**src/rtl/sram_fifo_pkg.sv**
```systemverilog
// -----------------------------------------------------------------------------
// sram_fifo_pkg
//   Shared constants and types for the SRAM-backed FIFO controller.
//   - Macro geometry (16 x 128, 4-bit addresses).
//   - Output-queue depth and occupancy widths.
//   - Port-group structs for the macro write and read ports.
//   - A debug struct exposing the controller bookkeeping for checkers.
//   - oq_wrap: modulo-3 index helper for the output queue.
// -----------------------------------------------------------------------------
package sram_fifo_pkg;

    localparam int SRAM_DATA_W = 128;
    localparam int SRAM_DEPTH  = 16;
    localparam int SRAM_ADDR_W = 4;

    localparam int OQ_DEPTH = 3;
    localparam int OQ_CNT_W = 2;
    localparam int CNT_W    = 5;

    // Macro write port group: active-low enable, address, data.
    typedef struct packed {
        logic                   web;
        logic [SRAM_ADDR_W-1:0] aa;
        logic [SRAM_DATA_W-1:0] d;
    } sram_wr_t;

    // Macro read port group: active-low enable, address.
    typedef struct packed {
        logic                   reb;
        logic [SRAM_ADDR_W-1:0] ab;
    } sram_rd_t;

    // Internal bookkeeping made visible for assertions and benches.
    typedef struct packed {
        logic [SRAM_ADDR_W-1:0] wptr;
        logic [SRAM_ADDR_W-1:0] rptr;
        logic [CNT_W-1:0]       scnt;
        logic                   inflight;
        logic [OQ_CNT_W-1:0]    oq_cnt;
    } fifo_dbg_t;

    // Reduce a small sum (0..4) to an output-queue slot index (0..2).
    function automatic logic [OQ_CNT_W-1:0] oq_wrap(input logic [OQ_CNT_W:0] v);
        return (v >= 3'd3) ? 2'(v - 3'd3) : v[OQ_CNT_W-1:0];
    endfunction

endpackage

```
**src/rtl/sram_fifo_ctrl_if.sv**
```systemverilog
// -----------------------------------------------------------------------------
// sram_fifo_ctrl_if
//   Enqueue and dequeue valid/ready handshakes of the SRAM FIFO.
//   A transfer happens on a clock edge where valid and ready are both high;
//   the sender holds valid and data stable until that edge, and valid never
//   depends combinationally on ready.
//   Modports:
//     master : producer/consumer side (drives in_valid/in_data/out_ready)
//     slave  : FIFO side (drives in_ready/out_valid/out_data)
// -----------------------------------------------------------------------------
interface sram_fifo_ctrl_if
    import sram_fifo_pkg::*;
#(
    parameter int DATA_W = SRAM_DATA_W
);
    logic              in_valid;
    logic              in_ready;
    logic [DATA_W-1:0] in_data;
    logic              out_valid;
    logic              out_ready;
    logic [DATA_W-1:0] out_data;

    modport master (
        output in_valid, in_data, out_ready,
        input  in_ready, out_valid, out_data
    );

    modport slave (
        input  in_valid, in_data, out_ready,
        output in_ready, out_valid, out_data
    );
endinterface

```
**src/rtl/sram_fifo_outq.sv**
```systemverilog
// -----------------------------------------------------------------------------
// sram_fifo_outq
//   Three-entry register FIFO holding data returned by the SRAM macro.
//   Ports:
//     clock, reset   : clock, asynchronous active-high reset
//     flush          : synchronous clear (wins over push/pop)
//     push/push_data : write one entry (caller guarantees room)
//     pop            : drop the head (caller guarantees cnt != 0)
//     cnt            : occupancy 0..3
//     head           : oldest entry, meaningful when cnt != 0
// -----------------------------------------------------------------------------
module sram_fifo_outq
    import sram_fifo_pkg::*;
#(
    parameter int W = SRAM_DATA_W
) (
    input  logic                clock,
    input  logic                reset,
    input  logic                flush,
    input  logic                push,
    input  logic [W-1:0]        push_data,
    input  logic                pop,
    output logic [OQ_CNT_W-1:0] cnt,
    output logic [W-1:0]        head
);

    logic [W-1:0]        mem [OQ_DEPTH];
    logic [OQ_CNT_W-1:0] hd;
    logic [OQ_CNT_W-1:0] tail;

    // Tail is head + occupancy; with push and pop together the write slot is
    // never the head because pop implies cnt != 0.
    assign tail = oq_wrap({1'b0, hd} + {1'b0, cnt});
    assign head = mem[hd];

    always_ff @(posedge clock or posedge reset) begin
        if (reset) begin
            hd  <= '0;
            cnt <= '0;
        end else if (flush) begin
            hd  <= '0;
            cnt <= '0;
        end else begin
            if (pop) begin
                hd <= oq_wrap({1'b0, hd} + 3'd1);
            end
            if (push && !pop) begin
                cnt <= cnt + 2'd1;
            end else if (pop && !push) begin
                cnt <= cnt - 2'd1;
            end
        end
    end

    // Storage needs no reset: entries are only read when counted.
    always_ff @(posedge clock) begin
        if (push) begin
            mem[tail] <= push_data;
        end
    end

endmodule

```
**src/rtl/sram_fifo_ctrl.sv**
```systemverilog
// -----------------------------------------------------------------------------
// sram_fifo_ctrl
//   Turns a 16x128 two-port SRAM macro (one write port, one synchronous read
//   port with one-cycle latency) into a valid/ready FIFO. Read data is caught
//   in a 3-entry register queue so the output runs at one entry per cycle.
//   Ports:
//     clock, reset : sole clock, asynchronous active-high reset
//     flush        : synchronous clear of all contents
//     bus          : enqueue (in_*) and dequeue (out_*) handshakes
//     count        : SRAM entries + in-flight read + output queue (0..19)
//     sram_web/aa/d: macro write port (enable active-low)
//     sram_reb/ab  : macro read port (enable active-low)
//     sram_q       : macro read data, valid the cycle after sram_reb low
//     dbg          : pointers and occupancy bookkeeping
// -----------------------------------------------------------------------------
module sram_fifo_ctrl
    import sram_fifo_pkg::*;
#(
    parameter int DATA_W = SRAM_DATA_W,
    parameter int DEPTH  = SRAM_DEPTH,
    parameter int ADDR_W = SRAM_ADDR_W
) (
    input  logic                clock,
    input  logic                reset,
    input  logic                flush,
    sram_fifo_ctrl_if.slave     bus,
    output logic [CNT_W-1:0]    count,
    output logic                sram_web,
    output logic [ADDR_W-1:0]   sram_aa,
    output logic [DATA_W-1:0]   sram_d,
    output logic                sram_reb,
    output logic [ADDR_W-1:0]   sram_ab,
    input  logic [DATA_W-1:0]   sram_q,
    output fifo_dbg_t           dbg
);

    localparam logic [CNT_W-1:0] FULL_CNT = CNT_W'(DEPTH);

    logic [ADDR_W-1:0]   wptr;
    logic [ADDR_W-1:0]   rptr;
    logic [CNT_W-1:0]    scnt;
    logic                inflight;
    logic [OQ_CNT_W-1:0] oq_cnt;
    logic [DATA_W-1:0]   oq_head;

    logic     wr;
    logic     rd;
    logic     pop;
    sram_wr_t wr_port;
    sram_rd_t rd_port;

    // in_ready depends on registers only, never on out_ready.
    assign bus.in_ready = !flush && (scnt != FULL_CNT);

    // Reset gating keeps the macro idle while reset is asserted, even if
    // in_valid is high.
    assign wr = bus.in_valid && bus.in_ready && !reset;

    // Issue only when the returning word is guaranteed a queue slot. An
    // entry written this cycle is not yet in scnt, so it is never read on
    // the same edge that writes it.
    assign rd = !reset && !flush && (scnt != '0) &&
                (({1'b0, oq_cnt} + {2'b0, inflight}) < 3'(OQ_DEPTH));

    assign bus.out_valid = !flush && (oq_cnt != '0);
    assign bus.out_data  = oq_head;
    assign pop           = bus.out_valid && bus.out_ready;

    always_comb begin
        wr_port     = '0;
        wr_port.web = !wr;
        wr_port.aa  = wptr;
        wr_port.d   = bus.in_data;
        rd_port     = '0;
        rd_port.reb = !rd;
        rd_port.ab  = rptr;
    end

    assign sram_web = wr_port.web;
    assign sram_aa  = wr_port.aa;
    assign sram_d   = wr_port.d;
    assign sram_reb = rd_port.reb;
    assign sram_ab  = rd_port.ab;

    always_ff @(posedge clock or posedge reset) begin
        if (reset) begin
            wptr     <= '0;
            rptr     <= '0;
            scnt     <= '0;
            inflight <= 1'b0;
        end else if (flush) begin
            // Clearing inflight drops the word returning next cycle.
            wptr     <= '0;
            rptr     <= '0;
            scnt     <= '0;
            inflight <= 1'b0;
        end else begin
            if (wr) begin
                wptr <= wptr + ADDR_W'(1);
            end
            if (rd) begin
                rptr <= rptr + ADDR_W'(1);
            end
            inflight <= rd;
            if (wr && !rd) begin
                scnt <= scnt + CNT_W'(1);
            end else if (rd && !wr) begin
                scnt <= scnt - CNT_W'(1);
            end
        end
    end

    sram_fifo_outq #(
        .W (DATA_W)
    ) u_outq (
        .clock     (clock),
        .reset     (reset),
        .flush     (flush),
        .push      (inflight),
        .push_data (sram_q),
        .pop       (pop),
        .cnt       (oq_cnt),
        .head      (oq_head)
    );

    assign count = scnt + CNT_W'(inflight) + CNT_W'(oq_cnt);

    always_comb begin
        dbg          = '0;
        dbg.wptr     = wptr;
        dbg.rptr     = rptr;
        dbg.scnt     = scnt;
        dbg.inflight = inflight;
        dbg.oq_cnt   = oq_cnt;
    end

endmodule

```
**src/flat_wrapper.sv**
```systemverilog
// flat-port wrapper written by rule: the top's interface ports become plain ports
module sram_fifo_ctrl_flat import sram_fifo_pkg::*;
#(
    parameter int DATA_W = SRAM_DATA_W,
    parameter int DEPTH  = SRAM_DEPTH,
    parameter int ADDR_W = SRAM_ADDR_W
)
  (clock, reset, flush, count, sram_web, sram_aa, sram_d, sram_reb, sram_ab, sram_q, dbg, bus_in_valid, bus_in_data, bus_out_ready, bus_in_ready, bus_out_valid, bus_out_data);
  sram_fifo_ctrl_if #(.DATA_W(DATA_W)) bus_i ();
  input  logic clock;
  input  logic reset;
  input  logic flush;
  output logic [CNT_W-1:0] count;
  output logic sram_web;
  output logic [ADDR_W-1:0] sram_aa;
  output logic [DATA_W-1:0] sram_d;
  output logic sram_reb;
  output logic [ADDR_W-1:0] sram_ab;
  input  logic [DATA_W-1:0] sram_q;
  output fifo_dbg_t dbg;
  input wire logic [$bits(bus_i.in_valid)-1:0] bus_in_valid;
  input wire logic [$bits(bus_i.in_data)-1:0] bus_in_data;
  input wire logic [$bits(bus_i.out_ready)-1:0] bus_out_ready;
  output wire logic [$bits(bus_i.in_ready)-1:0] bus_in_ready;
  output wire logic [$bits(bus_i.out_valid)-1:0] bus_out_valid;
  output wire logic [$bits(bus_i.out_data)-1:0] bus_out_data;
  assign bus_i.in_valid = bus_in_valid;
  assign bus_i.in_data = bus_in_data;
  assign bus_i.out_ready = bus_out_ready;
  assign bus_in_ready = bus_i.in_ready;
  assign bus_out_valid = bus_i.out_valid;
  assign bus_out_data = bus_i.out_data;
  sram_fifo_ctrl #(.DATA_W(DATA_W), .DEPTH(DEPTH), .ADDR_W(ADDR_W)) u_core (.clock(clock), .reset(reset), .flush(flush), .bus(bus_i), .count(count), .sram_web(sram_web), .sram_aa(sram_aa), .sram_d(sram_d), .sram_reb(sram_reb), .sram_ab(sram_ab), .sram_q(sram_q), .dbg(dbg));
endmodule
```
**config.mk**
```make
export PLATFORM = sky130hd
export DESIGN_NAME = sram_fifo_ctrl_flat
export DESIGN_NICKNAME = d
export VERILOG_FILES = /design/src/rtl/sram_fifo_pkg.sv /design/src/rtl/sram_fifo_ctrl_if.sv /design/src/rtl/sram_fifo_outq.sv /design/src/rtl/sram_fifo_ctrl.sv /design/src/flat_wrapper.sv
export SDC_FILE = /design/constraint.sdc
export NUM_CORES = 1
export LEC_CHECK = 0
export CAP_MARGIN = 25
export CORE_AREA = 2 2 216 218
export CTS_CLUSTER_SIZE = 14
export DETAILED_ROUTE_END_ITERATION = 16
export DIE_AREA = 0 0 218 220
export PLACE_DENSITY = 0.66
export SETUP_SLACK_MARGIN = 0.3
export SLEW_MARGIN = 25
export SYNTH_ARGS = -nofsm -noshare
export SYNTH_HDL_FRONTEND = slang
export SYNTH_SLANG_ARGS = --single-unit
```
**constraint.sdc**
```tcl
create_clock -name clock -period 12.6 [get_ports clock]
set_input_delay 1.26 -clock clock [delete_from_list [all_inputs] [get_ports clock]]
set_output_delay 1.26 -clock clock [all_outputs]
set_load 0.01 [all_outputs]
```
# After elaboration in Yosys (flattened, before gate mapping)

Memories as Yosys holds them, arrays and structs flattened.
Index checks and enable logic that the tools add are counted.

Flip-flop bits (word level): 18
Memory bits (writable): 384
Input bits: 261
Output and inout bits: 289
Logic and storage cells: 66
Memories kept: 1

Memory list:

| memory            | words | width | rd ports | clocked after memory_dff | wr ports | RTL line             | RTL |
|---|---|---|---|---|---|---|---|
| u_core.u_outq.mem | 3     | 128   | 1        | 0                        | 1        | sram_fifo_outq.sv:27 | `logic [W-1:0] mem [OQ_DEPTH];` |

$add $sub $neg: 13
Magnitude comparators: 3
Equal/unequal tests: 1
Multiplexer cells: 17
Reductions and logical operators: 25

Operators by type and width:

| operator              | number |
|---|---|
| $mux W4               | 4 |
| $mux W5               | 3 |
| $mux W2               | 7 |
| $logic_and A1 B1 Y1   | 12 |
| $add A4 B1 Y4 const B | 2 |
| $reduce_bool A2 Y1    | 4 |
| $ge A3 B2 Y1 const B  | 2 |
| $logic_not A1 Y1      | 6 |
| $reduce_bool A3 Y1    | 2 |
| $add A5 B1 Y5         | 1 |
| $add A5 B1 Y5 const B | 1 |
| $add A5 B2 Y5         | 1 |
| $ne A5 B5 Y1 const B  | 1 |
| $reduce_bool A5 Y1    | 1 |
| $sub A5 B1 Y5 const B | 1 |
| $sub A2 B2 Y2 const B | 2 |
| $add A2 B1 Y3         | 1 |
| $add A2 B1 Y3 const B | 1 |
| $add A2 B2 Y3         | 1 |
| $lt A3 B2 Y1 const B  | 1 |
| $mux W1               | 3 |
| $add A2 B1 Y2 const B | 1 |
| $sub A2 B1 Y2 const B | 1 |

# Logic depth before layout (Yosys ltp)

Gate-level depths: netlist of the first run.

Word-level depth: 9
Mapped depth: 13
Gate-level depth less buffers: 12

# Hierarchy

Synthesis of the first run repeated with hierarchy kept, for this count alone.

Cells, all modules: 1,087
Area, all modules: 16,664.7 um^2

By module, submodules not included:

| module         | times used | cells an instance | area each (um^2) | seq. area each (um^2) |
|---|---|---|---|---|
| sram_fifo_outq | 1          | 848               | 14,632.8         | 11,631.2 |
| sram_fifo_ctrl | 1          | 239               | 2,031.9          | 350.3 |

# Worst setup path before layout of the first run

No wires, ideal clock.

Path type: register to register
Start point: register u_core.u_outq.cnt[0]
End point: memory u_core.u_outq.mem[2][0] in the netlist's numbering, enable pin
Setup time: 773 ps
Arrival time: 10,275 ps
Data required time: 11,827 ps
Slack: 1,551 ps
Cell stages (with the launch flop): 7
Path buffers: 0
Clock period less this slack: 11,049 ps
Cells stage by stage: dfrtp_1 -> ha_1 -> fa_1 -> ha_1 -> nand2b_1 -> nand2_1 -> nor3_1

Word-level cells in the longest chain between the ends: 3
Elaborated cells on any way between the ends: 4
Those cells by class: add/sub: 2; order compare: 1; mux: 1

RTL lines:

| element                                       | RTL line             | RTL |
|---|---|---|
| start: declaration                            | sram_fifo_outq.sv:23 | `output logic [OQ_CNT_W-1:0] cnt,` |
| start signal: assignment                      | sram_fifo_outq.sv:48 | `cnt <= cnt + 2'd1;` |
| start signal: assignment                      | sram_fifo_outq.sv:50 | `cnt <= cnt - 2'd1;` |
| $add A2 B2 Y3 (*)                             | sram_fifo_outq.sv:33 | `assign tail = oq_wrap({1'b0, hd} + {1'b0, cnt});` |
| $ge A3 B2 Y1 or $sub A2 B2 Y2 (tied branches) | sram_fifo_pkg.sv:44  | `return (v >= 3'd3) ? 2'(v - 3'd3) : v[OQ_CNT_W-1:0];` |
| $mux W2 (*)                                   | sram_fifo_pkg.sv:44  |  |
| end: declaration                              | sram_fifo_outq.sv:27 |  |

Every way passes the cells marked *; elsewhere a longest branch is shown, timed or not.

# Worst setup path after layout of the first run

Start point: input flush
End point: output sram_reb

Word-level cells in the longest chain between the ends: 5

RTL lines:

| element                           | RTL line             | RTL |
|---|---|---|
| start: declaration                | flat_wrapper.sv:12   | `input logic flush;` |
| $logic_not A1 Y1                  | sram_fifo_ctrl.sv:62 | `assign rd = !reset && !flush && (scnt != '0) &&` |
| $logic_and A1 B1 Y1 (3 in series) | sram_fifo_ctrl.sv:62 |  |
| $logic_not A1 Y1                  | sram_fifo_ctrl.sv:75 | `rd_port.reb = !rd;` |
| end: declaration                  | flat_wrapper.sv:17   | `output logic sram_reb;` |

Every way passes these cells.

==> results_dict.tcl, run 1 <==
set metrics [dict create \
    maxSlewHeadroom_pct 33.8 \
    tritoncts "built" \
    place.port_buffers 293 \
    p_sw_share_pct 24.0 \
    clock-skew-final_ns 0.0163 \
    fp.dieArea_mm2 0.0480 \
    overflow 0 \
    switchingPower_uw 798 \
    synth_top_cells_by_count "sky130_fd_sc_hd__edfxtp_1 (384), sky130_fd_sc_hd__nand2_1 (142), sky130_fd_sc_hd__buf_4 (137)" \
    first_iter_violations 477 \
    fmax_mhz 198 \
    cts_resized 0 \
    clock_insertion_delay_worst_skew_ns 0.56 \
    placementRows 79 \
    startpoint_to_endpoint_class_of_the_critical_path "in2out" \
    cts_buffers 43 \
    cp_cell_sequence "clkdlybuf4s50_1, a2111oi_0, o21a_1, clkinv_4, clkdlybuf4s50_1" \
    vias_per_cell 4.70 \
    layout-area-overhead-vs-synth_pct 23.9 \
    synth-warning-count 0 \
    routed_wire_length_per_instance_um 24.8 \
    synth-seq-area-share_pct 72.9 \
    fillCellCount 4085 \
    max_cap_viol_count 0 \
    timing.critical_path.to_type "output pin" \
    yosys.cell_types.count 38 \
    p_seq_share_pct 48.7 \
    synthFlopType "sky130_fd_sc_hd__edfxtp_1" \
    grt_pass1_wl_um 63200 \
    detail_route.wirelength_um 46800 \
    floorplan.initialDensity_pct 35.8 \
    cts_root_buf "sky130_fd_sc_hd__clkbuf_16" \
    worstPathArrival_ns 3.80 \
    fraction_of_power_consumed_by_the_clock_network_pct 36.0 \
    cts_sinks 402 \
    setup-tns-final_ns 0 \
    yosysTopAreaCellShare_pct 70.2 \
    synth_area_mm2 0.0164 \
    critPathTopFamily "buffers and inverters" \
    timing.critical_path.slowest_cell_delay_ns 0.86 \
    cpMostUsedCell "sky130_fd_sc_hd__clkdlybuf4s50_1" \
    setup-violations-final 0 \
    synth_most_common_cell "sky130_fd_sc_hd__edfxtp_1" \
    dp_hpwl_um 33700 \
    hold_buffers 0 \
    ant_nets 0 \
    power_report.internal_total_mw 2.53 \
    core-area_mm2 0.0459 \
    synth_top_cells_by_area "sky130_fd_sc_hd__edfxtp_1 (70%), sky130_fd_sc_hd__mux2i_1 (7.9%), sky130_fd_sc_hd__buf_4 (6.3%)" \
    ys_async_sr_fraction_pct 4.48 \
    drt_first_pass_iters 4 \
    drc 0 \
    timing.critical_path.slowest_stage_cell "sky130_fd_sc_hd__clkdlybuf4s50_1" \
    post-cts-setup-buffer-count 0 \
    grt_use_total_pct 18.6 \
    final_nets 1525 \
    place.gp.congestion 0.912 \
    required_ns 11.34 \
    number_of_enable_flip_flop_cells_after_synthesis 384 \
    layout_worst_path_cycle_share_pct 40.2 \
    critical_path_peak_fanout 20 \
    outcome "completed" \
    fp.dieW_um 218 \
    grt_antenna_before_repair 8 \
    ios 550 \
    rsz0062_at_grt "false" \
    synth_area_per_cell_um2 15.2 \
    final_hold_viol_count 0 \
    clk_pin_slew_worst_paths_ns 0.06 \
    die_height_um 220 \
    clock_path_buffers 3 \
    power.static_leakage_nw 6.36 \
    power_frac_comb_pct 15.3 \
    synth-seq-cells 402 \
    synth_top_area_cell "sky130_fd_sc_hd__edfxtp_1" \
    fin_crit_ns 5.06 \
    grt_start_max_net_pins 106 \
    worst-path-buf-inv 3 \
    synth_cells 1084 \
    h_tree_level_count 2 \
    maximum_vdd_ir_drop_mv 0.117 \
    timing.final.max_slew_violations 0 \
    post-layout-total-power_mw 3.33 \
    power.density_mw_per_mm2 164 \
    detailroute.via_count 8887 \
    min-delay-path-class "reg2reg" \
    grt_pass1_vias 8603 \
    mappedNetlistNets 1360 \
    crit_path_start_kind "primary input" \
    drive_above_1_share_pct 6.16 \
    max_slew.worst_pin.slew_ns 0.994 \
]
logic make-up after synthesis:
logic type | share of synthesized area [%]
fa+ha+maj | 1.32
simple gates | 4.44
flops | 72.9
mux | 7.93
compound gates | 4.90
buf+inv | 7.70
xor+xnor | 0.807
final timing paths:
kind                       slack (ns)  cells after the start                       end                 from
max                              7.54                      5                  sram_reb                flush
min                              0.59                      1         u_core.sram_ab[0]    u_core.sram_ab[0]
max reg2reg                      8.33                      7  u_core.u_outq.mem[1][85]  u_core.u_outq.hd[0]
min reg2reg                      0.59                      1         u_core.sram_ab[0]    u_core.sram_ab[0]
max in group asynchronous       10.74                      2       u_core.u_outq.hd[0]                reset
min in group asynchronous        1.30                      2         u_core.sram_ab[1]                reset
layer usage:
metal | up-vias | track usage [%] | share of wire, %
met5 | - | 0 | 0
met4 | 0 | 7.69 | 4.0
met3 | 98 | 12.1 | 15
met2 | 445 | 31.9 | 50
met1 | 4177 | 17.4 | 31
li1 | 4167 | - | -
power by group through the flow:
stage | combinational, mW | clock [mW] | sequential [mW]
after floorplan | 0.271 | 0 | 1.66
after global placement | 0.512 | 0 | 1.65
after detailed placement | 0.516 | 0 | 1.65
after CTS | 0.519 | 1.23 | 1.62
after global routing | 0.550 | 1.28 | 1.63
final | 0.509 | 1.20 | 1.62
sequential cells by signal, summed over array words and instances, names as in the netlist:
name,count
u_core.u_outq.cnt,2
u_core.u_outq.hd,2
u_core.scnt,5
u_core.sram_ab,4
u_core.inflight,1
u_core.u_outq.mem,384
u_core.sram_aa,4
cell type report:
cell class / count / area, um^2 / share of cell area (%)
Clock buffer: 52 / 1130 / 5.56
Inverter: 9 / 38.8 / 0.191
Tap cell: 607 / 759 / 3.73
Clock inverter: 26 / 210 / 1.03
Sequential cell: 402 / 12000 / 58.9
Multi-Input combinational cell: 489 / 3210 / 15.8
Timing Repair Buffer: 304 / 3020 / 14.8
Antenna cell: 1 / 2.50 / 0.0123
cell usage in the layout (no fill, tap or decap), types with 2 or more instances in the layout:
cell type                         netlist  final
sky130_fd_sc_hd__a2111oi_0              2      2
sky130_fd_sc_hd__a21o_1                 2      2
sky130_fd_sc_hd__a21oi_1                9      9
sky130_fd_sc_hd__buf_4                137     10
sky130_fd_sc_hd__bufinv_16              0      3
sky130_fd_sc_hd__clkbuf_1              29      8
sky130_fd_sc_hd__clkbuf_16              0     44
sky130_fd_sc_hd__clkdlybuf4s50_1        0    293
sky130_fd_sc_hd__clkinv_1               0     14
sky130_fd_sc_hd__clkinv_2               0      4
sky130_fd_sc_hd__clkinvlp_4             0      3
sky130_fd_sc_hd__dfrtp_1               18     16
sky130_fd_sc_hd__dfrtp_4                0      2
sky130_fd_sc_hd__edfxtp_1             384    384
sky130_fd_sc_hd__fa_1                   4      4
sky130_fd_sc_hd__ha_1                  11     11
sky130_fd_sc_hd__inv_1                  8      8
sky130_fd_sc_hd__mux2i_1              129    129
sky130_fd_sc_hd__nand2_1              142    142
sky130_fd_sc_hd__nand3_1                4      4
sky130_fd_sc_hd__nand3b_1               3      3
sky130_fd_sc_hd__nor2_1                15     13
sky130_fd_sc_hd__nor2_4                 0      2
sky130_fd_sc_hd__nor3_1                 6      5
sky130_fd_sc_hd__o21ai_0              135    135
sky130_fd_sc_hd__xnor2_1                8      8
sky130_fd_sc_hd__xor2_1                 4      4
metrics by stage:
stage / worst slack, ns / hold WS [ns] / utilization (%) / cell area [um^2] / cells
4_1_cts: 7.61 / 0.589 / 44.4 / 20400 / 1889
6_report: 7.54 / 0.588 / 44.4 / 20400 / 1890
3_3_place_gp: 7.67 / 0.566 / 41.4 / 19000 / 1811
5_1_grt: 7.41 / 0.621 / 44.4 / 20400 / 1889
3_5_place_dp: 7.62 / 0.579 / 41.4 / 19000 / 1811
2_1_floorplan: 1.55 / 0.578 / - / 16400 / 1084
worst reg2reg max path: stages, from the launching register on:
cell and delay, ns:
sky130_fd_sc_hd__dfrtp_4 0.93, sky130_fd_sc_hd__ha_1 0.31, sky130_fd_sc_hd__fa_1 0.45, sky130_fd_sc_hd__ha_1 0.22, sky130_fd_sc_hd__nor3_1 0.36, sky130_fd_sc_hd__a21oi_1 0.19, sky130_fd_sc_hd__nor2_4 0.56, sky130_fd_sc_hd__buf_4 0.77
No activity file was read; power rests on OpenSTA's default activity.
==> run 2: changes to the inputs <==
--- a/config.mk
+++ b/config.mk
@@ -6,11 +6,11 @@
 export NUM_CORES = 1
 export LEC_CHECK = 0
 export CAP_MARGIN = 25
-export CORE_AREA = 2 2 216 218
+export CORE_AREA = 2 2 213 215
 export CTS_CLUSTER_SIZE = 14
 export DETAILED_ROUTE_END_ITERATION = 16
-export DIE_AREA = 0 0 218 220
-export PLACE_DENSITY = 0.66
+export DIE_AREA = 0 0 215 217
+export PLACE_DENSITY = 0.7
 export SETUP_SLACK_MARGIN = 0.3
 export SLEW_MARGIN = 25
 export SYNTH_ARGS = -nofsm -noshare
==> constraint.sdc (replaced) <==
create_clock -name clock -period 4.5 [get_ports clock]
set_input_delay 0.45 -clock clock [delete_from_list [all_inputs] [get_ports clock]]
set_output_delay 0.45 -clock clock [all_outputs]
set_load 0.01 [all_outputs]
==> run 2 against run 1 <==
Total power increased to 2.9 times the previous value. Sequential share of layout area shrank 0.53 points. Sequential power increased to 2.8 times the previous value. Non-clock buffer count up 3. Clock power grew to 2.9 times the previous value. Final cell count shrank 0.26%. Die area down 2.7%. Critical path depth stayed put. Critical endpoint is now bus_out_data[102]. Largest power group unchanged. Highest routed layer is now met5.
==> results_dict.tcl, run 2 (same netlist as run 1, synthesis figures left out) <==
set metrics [dict create \
    cts_sinks 402 \
    multi_input_area_mm2 0.00324 \
    layout_worst_path_cycle_share_pct 81.7 \
    grt_antenna_before_repair 7 \
    post-route-cell-area_mm2 0.0205 \
    setup-violations-final 0 \
    cts_root_buf "sky130_fd_sc_hd__clkbuf_16" \
    min-delay-path-class "in2async" \
    cp_cell_sequence "buf_12, buf_4, nand2_1, o21ai_0, clkdlybuf4s50_1" \
    placementRows 78 \
    worst-path-buf-inv 3 \
    largest_reg_flops 384 \
    dp_hpwl_um 34000 \
    place.gp.congestion 0.968 \
    vias_per_cell 4.81 \
    fmax_mhz 272 \
    fin_cells 1885 \
    required_ns 4.05 \
    die_height_um 217 \
    dpl_cell_area_mm2 0.0191 \
    timing.final.max_slew_violations 0 \
    grtUsageMet2_pct 33.2 \
    fp.dieW_um 215 \
    detail_route.wirelength_um 46800 \
    grt_pass1_vias 9158 \
    hold_buffers 0 \
    clock_insertion_delay_worst_skew_ns 0.55 \
    groute.layer.met1.usage_pct 17.9 \
    globalRouteMet3Util_pct 14.0 \
    final-seq-area_mm2 0.0120 \
    post-layout-total-power_mw 9.50 \
    cts_resized 0 \
    critical_path_peak_fanout 168 \
    timing.rr.start "u_core.inflight" \
    timing.critical_path.slowest_cell_delay_ns 0.74 \
    worstPathArrival_ns 3.23 \
    timing.critical_path.to_type "output pin" \
    ios 550 \
    ant_nets 0 \
    power.density_mw_per_mm2 463 \
    startpoint_to_endpoint_class_of_the_critical_path "reg2out" \
    core-area_mm2 0.0447 \
    fin_crit_ns 3.68 \
    r2r.worst_path.cells 12 \
    drive_above_1_share_pct 6.86 \
    rsz0062_at_grt "false" \
    largest_register "u_core.u_outq.mem" \
    top_usage_layer "met2" \
    layout-area-overhead-vs-synth_pct 25.0 \
    floorplan.initialDensity_pct 36.8 \
    final_common_cell "sky130_fd_sc_hd__edfxtp_1" \
    h_tree_level_count 2 \
    clock_path_buffers 3 \
    layout_common_cells "sky130_fd_sc_hd__edfxtp_1 (384), sky130_fd_sc_hd__clkdlybuf4s50_1 (293), sky130_fd_sc_hd__nand2_1 (141)" \
    routed_wire_length_per_instance_um 24.8 \
    post-cts-setup-buffer-count 0 \
    reg2reg_to "u_core.scnt[4]" \
    fp.dieArea_mm2 0.0467 \
    place.port_buffers 293 \
    maxSlewHeadroom_pct 40.6 \
    power.static_leakage_nw 6.42 \
    grt_use_total_pct 19.5 \
    final_hold_viol_count 0 \
    setup.reg_to_reg.worst_slack_ns 1.21 \
    final_nets 1528 \
    outcome "completed" \
    overflow 0 \
    grt_pass1_wl_um 65800 \
    max_cap_viol_count 0 \
    grt_start_max_net_pins 169 \
    max_slew.worst_pin.slew_ns 0.891 \
    cts_buffers 43 \
    dpl.cell_count 1807 \
    drt_first_pass_iters 5 \
    critPathTopFamily "buffers and inverters" \
    clock-skew-final_ns 0.0188 \
    first_iter_violations 527 \
    timing.critical_path.slowest_stage_cell "sky130_fd_sc_hd__buf_4" \
    maximum_vdd_ir_drop_mv 0.317 \
    detailroute.via_count 9070 \
    fillCellCount 3931 \
    crit_path_start_kind "flip-flop" \
    largest_registers "u_core.u_outq.mem x384, u_core.scnt x5" \
    tritoncts "built" \
    clk_pin_slew_worst_paths_ns 0.06 \
    drc 0 \
]
-- run 2: per-stage QoR --
stage / setup slack [ns] / hold WS [ns] / util (%) / TNS, ns
after floorplan: -0.525 / 0.389 / - / -67.21
after global placement: 1.05 / 0.576 / 42.8 / 0
after detailed placement: 1.08 / 0.566 / 42.8 / 0
after CTS: 0.770 / 0.447 / 46.0 / 0
after global routing: 0.483 / 0.485 / 46.0 / 0
final: 0.824 / 0.482 / 46.0 / 0
-- run 2: metal layers --
| metal | part of all wire [%] | vias to the layer above | wire, um |
|---|---|---|---|
| met1 | 31 | 4322 | 14300 |
| met4 | 3.5 | 6 | 1620 |
| met2 | 50 | 486 | 23300 |
| met5 | 0.20 | - | 95 |
| li1 | - | 4174 | - |
| met3 | 16 | 82 | 7500 |
-- run 2: how the worst max path moves through the flow --
stage                         start                      end  slack [ns]  cells after the start
2_1_floorplan  u_core.u_outq.cnt[0]  u_core.u_outq.mem[2][0]       -0.53                      6
3_3_place_gp                  flush           u_core.scnt[4]        1.05                     12
3_5_place_dp                  flush           u_core.scnt[4]        1.08                     12
4_1_cts         u_core.u_outq.hd[1]        bus_out_data[102]        0.77                      5
5_1_grt         u_core.u_outq.hd[1]         bus_out_data[66]        0.48                      5
6_report        u_core.u_outq.hd[1]        bus_out_data[102]        0.82                      5
-- run 2: report_power, final --
group	total [mW]	internal, mW	switching [mW]
combinational	1.46	0.749	0.716
clock	3.50	2.11	1.39
sequential	4.54	4.40	0.136
-- run 2: final cells by class --
| cell class | count | area share [%] |
|---|---|---|
| multi-input cells | 489 | 15.7 |
| diodes | 2 | 0.0244 |
| clock inverters | 22 | 1.16 |
| clock buffers | 54 | 5.65 |
| inverters | 9 | 0.189 |
| flip-flops and latches | 402 | 58.4 |
| repair buffers | 307 | 15.2 |
| well taps | 600 | 3.65 |
